[src/rtl/calc_pkg.sv]
// Shared constants for the calculator sequencer: key codes, ALU op encodings, FSM states.
package calc_pkg;

    typedef logic [4:0] digit_t;

    localparam logic [4:0] KEY_9   = 5'd9;
    localparam logic [4:0] KEY_ADD = 5'd10;
    localparam logic [4:0] KEY_SUB = 5'd11;
    localparam logic [4:0] KEY_MUL = 5'd12;
    localparam logic [4:0] KEY_DIV = 5'd13;
    localparam logic [4:0] KEY_POW = 5'd14;
    localparam logic [4:0] KEY_EQ  = 5'd15;
    localparam logic [4:0] KEY_CLR = 5'd16;

    localparam logic [2:0] OP_ADD = 3'b000;
    localparam logic [2:0] OP_SUB = 3'b001;
    localparam logic [2:0] OP_MUL = 3'b010;
    localparam logic [2:0] OP_DIV = 3'b011;
    localparam logic [2:0] OP_POW = 3'b100;

    localparam logic [2:0] ST_IDLE   = 3'd0;
    localparam logic [2:0] ST_ENT_A  = 3'd1;
    localparam logic [2:0] ST_ENT_OP = 3'd2;
    localparam logic [2:0] ST_ENT_B  = 3'd3;
    localparam logic [2:0] ST_EXEC   = 3'd4;
    localparam logic [2:0] ST_SHOW   = 3'd5;

    // Operator keys are contiguous and ordered like the op encodings.
    function automatic logic [2:0] key_to_op(input logic [4:0] key);
        return 3'(key - KEY_ADD);
    endfunction

endpackage

[src/rtl/digit_entry.sv]
// Two-digit operand register: load starts a fresh operand, push shifts ones->tens once.
module digit_entry
    import calc_pkg::*;
(
    input  logic       clk_i,
    input  logic       rst_i,
    input  logic       clear_i,
    input  logic       load_i,
    input  logic       push_i,
    input  digit_t     digit_i,
    output digit_t     tens_o,
    output digit_t     ones_o,
    output logic [1:0] count_o
);

    digit_t     tens_q, tens_d;
    digit_t     ones_q, ones_d;
    logic [1:0] count_q, count_d;

    always_comb begin
        tens_d  = tens_q;
        ones_d  = ones_q;
        count_d = count_q;
        if (clear_i) begin
            tens_d  = '0;
            ones_d  = '0;
            count_d = 2'd0;
        end else if (load_i || (push_i && count_q == 2'd0)) begin
            tens_d  = '0;
            ones_d  = digit_i;
            count_d = 2'd1;
        end else if (push_i && count_q == 2'd1) begin
            tens_d  = ones_q;
            ones_d  = digit_i;
            count_d = 2'd2;
        end
    end

    always_ff @(posedge clk_i or posedge rst_i) begin
        if (rst_i) begin
            tens_q  <= '0;
            ones_q  <= '0;
            count_q <= 2'd0;
        end else begin
            tens_q  <= tens_d;
            ones_q  <= ones_d;
            count_q <= count_d;
        end
    end

    assign tens_o  = tens_q;
    assign ones_o  = ones_q;
    assign count_o = count_q;

endmodule

[src/rtl/calc_seq.sv]
// Keypad-driven calculator sequencer: collects A op B, lets the external ALU settle,
// then captures its result digits onto the display.
module calc_seq
    import calc_pkg::*;
#(
    parameter int unsigned ALU_WAIT = 2
) (
    input  logic       clk,
    input  logic       rst,
    input  logic       key_valid,
    input  logic [4:0] key_code,
    output logic [9:0] alu_a,
    output logic [9:0] alu_b,
    output logic [2:0] alu_op,
    input  logic [4:0] alu_out1,
    input  logic [4:0] alu_out2,
    input  logic [4:0] alu_out3,
    input  logic [4:0] alu_out4,
    output logic [4:0] disp1,
    output logic [4:0] disp2,
    output logic [4:0] disp3,
    output logic [4:0] disp4,
    output logic       busy,
    output logic       done,
    output logic       err
);

    logic [2:0]       state_q, state_d;
    logic [2:0]       op_q, op_d;
    logic [3:0]       cnt_q, cnt_d;
    logic             err_q, err_d;
    logic             done_q, done_d;
    logic [3:0][4:0]  disp_q, disp_d;

    logic             a_clr, a_load, a_push;
    logic             b_clr, b_load, b_push;
    digit_t           a_tens, a_ones, b_tens, b_ones;
    logic [1:0]       a_cnt, b_cnt;

    logic is_digit, is_op, is_eq, is_clr;

    assign is_digit = key_valid && (key_code <= KEY_9);
    assign is_op    = key_valid && (key_code >= KEY_ADD) && (key_code <= KEY_POW);
    assign is_eq    = key_valid && (key_code == KEY_EQ);
    assign is_clr   = key_valid && (key_code == KEY_CLR);

    digit_entry u_entry_a (
        .clk_i   (clk),
        .rst_i   (rst),
        .clear_i (a_clr),
        .load_i  (a_load),
        .push_i  (a_push),
        .digit_i (key_code),
        .tens_o  (a_tens),
        .ones_o  (a_ones),
        .count_o (a_cnt)
    );

    digit_entry u_entry_b (
        .clk_i   (clk),
        .rst_i   (rst),
        .clear_i (b_clr),
        .load_i  (b_load),
        .push_i  (b_push),
        .digit_i (key_code),
        .tens_o  (b_tens),
        .ones_o  (b_ones),
        .count_o (b_cnt)
    );

    // disp_q[0] is disp1 (tens of the operand during entry, thousands of a result).
    always_comb begin
        state_d = state_q;
        op_d    = op_q;
        cnt_d   = cnt_q;
        err_d   = err_q;
        disp_d  = disp_q;
        done_d  = 1'b0;
        a_clr   = 1'b0;
        a_load  = 1'b0;
        a_push  = 1'b0;
        b_clr   = 1'b0;
        b_load  = 1'b0;
        b_push  = 1'b0;

        case (state_q)
            ST_IDLE: begin
                if (is_digit) begin
                    a_load  = 1'b1;
                    disp_d  = {5'd0, 5'd0, key_code, 5'd0};
                    state_d = ST_ENT_A;
                end
            end
            ST_ENT_A: begin
                if (is_digit) begin
                    a_push = 1'b1;
                    if (a_cnt == 2'd1) disp_d = {5'd0, 5'd0, key_code, a_ones};
                end else if (is_op) begin
                    op_d    = key_to_op(key_code);
                    state_d = ST_ENT_OP;
                end
            end
            ST_ENT_OP: begin
                if (is_op) begin
                    op_d = key_to_op(key_code);
                end else if (is_digit) begin
                    b_load  = 1'b1;
                    disp_d  = {5'd0, 5'd0, key_code, 5'd0};
                    state_d = ST_ENT_B;
                end else if (is_eq) begin
                    err_d   = 1'b1;
                    a_clr   = 1'b1;
                    b_clr   = 1'b1;
                    disp_d  = '0;
                    state_d = ST_IDLE;
                end
            end
            ST_ENT_B: begin
                if (is_digit) begin
                    b_push = 1'b1;
                    if (b_cnt == 2'd1) disp_d = {5'd0, 5'd0, key_code, b_ones};
                end else if (is_eq) begin
                    cnt_d   = 4'(ALU_WAIT);
                    state_d = ST_EXEC;
                end
            end
            ST_EXEC: begin
                if (cnt_q == 4'd0) begin
                    disp_d  = {alu_out4, alu_out3, alu_out2, alu_out1};
                    done_d  = 1'b1;
                    state_d = ST_SHOW;
                end else begin
                    cnt_d = cnt_q - 4'd1;
                end
            end
            ST_SHOW: begin
                // The result stays on the display until a digit of the new operand is shifted in.
                if (is_digit) begin
                    a_load  = 1'b1;
                    state_d = ST_ENT_A;
                end else if (is_op) begin
                    op_d    = key_to_op(key_code);
                    state_d = ST_ENT_OP;
                end
            end
            default: state_d = ST_IDLE;
        endcase

        if (is_clr) begin
            state_d = ST_IDLE;
            op_d    = OP_ADD;
            cnt_d   = 4'd0;
            err_d   = 1'b0;
            disp_d  = '0;
            done_d  = 1'b0;
            a_clr   = 1'b1;
            b_clr   = 1'b1;
            a_load  = 1'b0;
            a_push  = 1'b0;
            b_load  = 1'b0;
            b_push  = 1'b0;
        end
    end

    always_ff @(posedge clk or posedge rst) begin
        if (rst) begin
            state_q <= ST_IDLE;
            op_q    <= OP_ADD;
            cnt_q   <= 4'd0;
            err_q   <= 1'b0;
            done_q  <= 1'b0;
            disp_q  <= '0;
        end else begin
            state_q <= state_d;
            op_q    <= op_d;
            cnt_q   <= cnt_d;
            err_q   <= err_d;
            done_q  <= done_d;
            disp_q  <= disp_d;
        end
    end

    assign alu_a  = {a_tens, a_ones};
    assign alu_b  = {b_tens, b_ones};
    assign alu_op = op_q;
    assign disp1  = disp_q[0];
    assign disp2  = disp_q[1];
    assign disp3  = disp_q[2];
    assign disp4  = disp_q[3];
    assign busy   = (state_q == ST_EXEC);
    assign done   = done_q;
    assign err    = err_q;

endmodule

[config.mk]
export PLATFORM = sky130hd
export DESIGN_NAME = calc_seq
export DESIGN_NICKNAME = d
export VERILOG_FILES = /design/src/rtl/calc_pkg.sv /design/src/rtl/digit_entry.sv /design/src/rtl/calc_seq.sv
export SDC_FILE = /design/constraint.sdc
export NUM_CORES = 1
export LEC_CHECK = 0
export BUFFER_PORTS_ARGS = -buffer_cell sky130_fd_sc_hd__buf_2
export CORE_MARGIN = 2
export CORE_UTILIZATION = 35
export CTS_CLUSTER_DIAMETER = 80
export CTS_CLUSTER_SIZE = 40
export DETAILED_ROUTE_END_ITERATION = 16
export HOLD_SLACK_MARGIN = 0.05
export MAX_ROUTING_LAYER = met4
export PLACE_DENSITY = 0.66
export RECOVER_POWER = 50
export SLEW_MARGIN = 30
export SYNTH_ARGS = -nofsm -noshare
export SYNTH_HDL_FRONTEND = slang
export SYNTH_SLANG_ARGS = --single-unit
export TNS_END_PERCENT = 30
[constraint.sdc]
create_clock -name clk -period 2.2 [get_ports clk]
set_input_delay 0.22 -clock clk [delete_from_list [all_inputs] [get_ports clk]]
set_output_delay 0.22 -clock clk [all_outputs]
set_load 0.01 [all_outputs]
==> results of run 1 <==
[synthesized netlist by cell type (3+ instances only)]
cell type / n / area [um^2]
nor2_1: 36 / 135
dfrtp_1: 56 / 1400
o21ai_0: 6 / 30.0
and2_1: 4 / 25.0
mux2i_1: 21 / 210
nor3_1: 3 / 15.0
nand2b_1: 4 / 25.0
o22ai_1: 3 / 18.8
a22oi_1: 6 / 45.0
ha_1: 3 / 37.5
a21oi_1: 20 / 100
inv_1: 22 / 82.6
nand2_1: 32 / 120
mux2_1: 9 / 101
nor2b_1: 4 / 25.0
and3_1: 3 / 18.8
o221ai_1: 4 / 35.0
clkbuf_1: 16 / 60.1
a22o_1: 11 / 96.3
[logic make-up after synthesis]
| group | count (synthesis) | synth area share |
|---|---|---|
| fa+ha+maj | 3 | 0.0128 |
| mux | 30 | 0.106 |
| flops | 56 | 0.478 |
| xor+xnor | 1 | 0.00299 |
| compound gates | 72 | 0.181 |
| buf+inv | 42 | 0.0585 |
| simple gates | 101 | 0.161 |
[how the worst min path moves through the flow]
stage	end	from	slack, ps
2_1_floorplan	disp3[0]	alu_out3[0]	360
3_3_place_gp	disp3[3]	rst	300
3_5_place_dp	disp3[0]	rst	300
4_1_cts	disp4[2]	alu_out4[2]	130
5_1_grt	disp3[2]	alu_out3[2]	130
6_report	disp4[2]	alu_out4[2]	140
[timing repair]
action                                  CTS  global route
endpoints found under the hold margin    56             0
resized for setup                         1             1
endpoints found under the setup margin    1            19
gates cloned                              0             0
hold buffers                              1             0
[layout make-up]
cell class	count	area [um^2]
multi-input cells	207	1370
fillers	819	4490
flip-flops and latches	56	1400
clock inverters	2	13.8
well taps	105	131
inverters	22	82.6
repair buffers	107	619
clock buffers	6	72.6
[metal layers]
layer / GRT usage / vias to the layer above / share of wire
met4: 0.0524 / 0 / 0.014
met1: 0.257 / 1254 / 0.49
met3: 0.0245 / 8 / 0.042
met2: 0.258 / 61 / 0.46
li1: - / 1250 / -
met5: - / - / 0
[power by group]
part | total [mW] | switching [mW] | internal (mW)
logic | 1.40 | 0.733 | 0.665
registers | 1.50 | 0.214 | 1.29
clock network | 0.571 | 0.343 | 0.228
total | 3.47 | 1.29 | 2.18
[worst reg2reg max path, stage by stage (launching register included)]
cell,delay (ps)
dfrtp_1,530
or3b_2,490
nor2_1,180
nand2_1,130
nand3_1,130
a21oi_2,60
buf_12,160
mux2_1,310
[registers in the layout, indices dropped and copies added, names as in the netlist, 2 cells and up]
signal,count
state_q,3
disp1,5
u_entry_b.tens_o,5
alu_op,3
u_entry_b.count_o,2
u_entry_a.tens_o,5
u_entry_a.count_o,2
disp3,5
disp2,5
u_entry_a.ones_o,5
cnt_q,4
u_entry_b.ones_o,5
disp4,5
[through the flow]
stage	utilization	instances	power, mW	setup WS [ps]	cell area (um^2)
floorplan	-	305	2.35	16.1	2930
global placement	0.443	496	2.93	-35.6	3620
detailed placement	0.443	496	2.95	-49.1	3620
CTS	0.455	505	3.53	120	3720
global route	0.451	505	3.74	2.59	3690
finish	0.451	505	3.47	95.3	3690
==> flow_summary.yaml, run 1 <==
status:
  status: "completed"
synthesis:
  synthFlopType: "dfrtp_1"
  syn_inst: 305
  synth_nets: 336
  ys_seq_area_frac: 0.478
  synth-async-reset-ratio: 1.00
  synth_edf_count: 0
  ys_ff_latch: 56
  yosys_warnings: 0
  synth_area_um2: 2930
  syn_avg_cell_area_um2: 9.61
  yosysUniqueCellTypes: 51
clock_tree:
  cts_tree: "built"
  htree_levels: 2
  cts_buffer_depth: 2
  worstSkewPairLatency_ps: 310
  clkSlewWorstSetupHoldPaths_ps: 110
  root_buffer: "clkbuf_8"
  tritoncts.num_buffers: 5
  cts.sink_count: 56
  cts_setup_buffers: 0
global_route:
  grt_start_max_net_pins: 57
  grt_pass1_wl_mm: 12.1
  antenna_found_initial: 0
  groute.usage.overall: 0.177
  grt_overflow: 0
  grt_pass1_vias: 2397
layout:
  final_cell_mix: "dfrtp_1, buf_2, nor2_1, nand2_1, buf_4"
  diodes: 0
  area_growth_pct: 25.8
  nets: 430
  final_common_cell: "dfrtp_1"
  drive_above_1_share: 0.248
die:
  die_area_um2: 9120
  ioPinCount: 74
  core_um2: 8180
  die_width_um: 95.5
  start_util: 0.359
  row_count: 33
  fp.dieH_um: 95.5
drt:
  totalWireLength_mm: 7.68
  drtIter0Drc: 169
  drc_errors: 0
  drt-pass1-iter-count: 4
  ant_nets: 0
  vias: 2573
  wl_per_cell_um: 15.2
  viasPerCell: 5.10
critical_path:
  cp-start-kind: "register"
  worstPathRequired_ps: 2400
  r2r-end: "disp1[3]"
  r2r-start: "state_q[2]"
  startpoint: "state_q[2]"
  critPathKind: "register to register"
  worstPathMaxFanout: 11
  cp_slowest_cell: "dfrtp_1"
  crit_end: "disp1[3]"
  cp_top_family: "simple AND/OR/NAND/NOR gates"
  r2r_setup_slack_ps: 100
  path_cells: "or3b_2 > nor2_1 > nand2_1 > nand3_1 > a21oi_2 > buf_12 > mux2_1"
  slowest_delay_ps: 530
  crit_arrival_ps: 2300
  path_depth: 7
  critPathCaptureType: "register"
  reg2reg_depth: 7
  cp_num_buf_inv: 1
placement:
  numPortBuffers: 73
  hpwlAfterDp_mm: 5.68
  place.gp.congestion: 0.877
sta:
  max_freq_ghz: 0.475
  finalCritPeriodShare: 0.957
  period_needed_ps: 2100
  fin_tns_setup_ps: 0
  rsz0062_at_grt: "false"
  setup_viol: 0
  timing.slew.headroom: 0.0722
  whs_ps: 141
  hold_violations: 0
  skew_ps: 12.4
  slew_viol_final: 0
  worstMarginPinSlew_ps: 1390
pwr:
  powerDensity_nw_per_um2: 942
  peakVddDrop_mv: 0.412
  p_leak_nw: 1.78
min_path:
  hp-class: "input pin to register"
  worstHoldPathCells: 3
job:
  cap_violations: 0
Power figures use the tool's default switching activity.
==> run 2: changes to the inputs <==
PLACE_DENSITY = 0.62   (was 0.66)
==> run 2 against run 1 <==
Against the previous run:
- global-route usage fell by 0.082 points
- cell count rose by 0.20%
- sequential cell count did not move
- critical path type unchanged
==> flow_summary.yaml, run 2 (synthesis gave the netlist of run 1 again) <==
pwr:
  power.total_mw: 3.55
  peakVddDrop_mv: 0.395
  p_leak_nw: 1.71
  powerDensity_nw_per_um2: 962
layout:
  fin_area_um2: 3690
  nets: 431
  final_cell_mix: "dfrtp_1, clkbuf_1, nor2_1, nand2_1, buf_4"
  utilization: 0.451
  final_common_cell: "dfrtp_1"
  diodes: 0
  area_growth_pct: 25.9
  drive_above_1_share: 0.187
clock_tree:
  cts.sink_count: 56
  tritoncts.num_buffers: 5
  ctsHoldBuffers: 1
  htree_levels: 2
  clkSlewWorstSetupHoldPaths_ps: 110
  root_buffer: "clkbuf_8"
  worstSkewPairLatency_ps: 320
  cts_setup_buffers: 0
  ctsResizeCount: 0
  cts_tree: "built"
  cts_buffer_depth: 2
job:
  cap_violations: 0
critical_path:
  slowest_delay_ps: 560
  worstPathRequired_ps: 2450
  cp_num_buf_inv: 1
  critPathKind: "register to register"
  cp_top_family: "simple AND/OR/NAND/NOR gates"
  reg2reg_depth: 5
  cp-start-kind: "register"
  cp_slowest_cell: "nor2_1"
  worstPathMaxFanout: 11
  critPathCaptureType: "register"
  crit_arrival_ps: 2310
  path_cells: "or3b_2 > buf_4 > nor2_1 > nand2_1 > mux2i_1"
  path_depth: 5
sta:
  max_freq_ghz: 0.485
  skew_ps: 11.4
  timing.slew.headroom: 0.405
  whs_ps: 130
  hold_violations: 0
  slew_viol_final: 0
  finalCritPeriodShare: 0.938
  worstMarginPinSlew_ps: 892
  rsz0062_at_grt: "false"
  setup_viol: 0
  period_needed_ps: 2060
  setup_ws_ps: 136
placement:
  dp_slack_ps: -88.1
  placed_cell_area_um2: 3620
  hpwlAfterDp_mm: 5.74
  numPortBuffers: 73
  place.gp.congestion: 0.904
drt:
  drt-pass1-iter-count: 4
  totalWireLength_mm: 7.59
  ant_nets: 0
  drtIter0Drc: 118
  drc_errors: 0
  vias: 2585
  wl_per_cell_um: 15.0
  viasPerCell: 5.11
global_route:
  groute.usage.overall: 0.176
  grt_overflow: 0
  grt_start_max_net_pins: 25
  antenna_found_initial: 0
  grt_pass1_wl_mm: 12.0
  grt_pass1_vias: 2426
die:
  ioPinCount: 74
  core_um2: 8180
  row_count: 33
  fp.dieH_um: 95.5
  die_width_um: 95.5
  start_util: 0.359
  die_area_um2: 9120
status:
  status: "completed"
min_path:
  worstHoldPathCells: 3
  hp-class: "input pin to register"
[run 2: final timing paths]
| path | from | end | slack (ps) |
|---|---|---|---|
| setup / recovery | state_q[0] | disp3[3] | 140 |
| hold / removal | alu_out4[0] | disp4[0] | 130 |
| setup reg to reg | state_q[0] | disp3[3] | 140 |
| hold reg to reg | disp2[0] | disp2[0] | 500 |
| max in group asynchronous | rst | state_q[1] | 670 |
| min in group asynchronous | rst | disp1[0] | 620 |
[run 2: metrics by stage]
step                      TNS, ps  instances
after floorplan                 0        305
after global placement       -278        497
after global routing            0        506
after detailed placement     -546        497
after CTS                       0        506
final                           0        506
[run 2: layout make-up]
type,instances,area [um^2]
fill,819,4490
inverter,22,82.6
clock inverter,3,50.0
clock buffer,5,68.8
sequential,56,1400
tap,105,131
multi-input combinational,207,1360
timing repair buffer,108,597
[run 2: metal layers]
layer	track usage	routed length [um]
met5	-	0
met4	0.0512	95
met3	0.0237	331
met2	0.269	3720
met1	0.246	3440
[run 2: power breakdown]
group	total, mW	leakage (nW)	switching (mW)	internal, mW
Clock	0.717	0.0607	0.365	0.352
Sequential	1.49	0.732	0.203	1.29
Combinational	1.34	0.918	0.734	0.606
[run 2: tightest hold or removal path, cell delays in order]
cell and delay (ps):
buf_2 90, nand2_1 40, mux2i_1 60
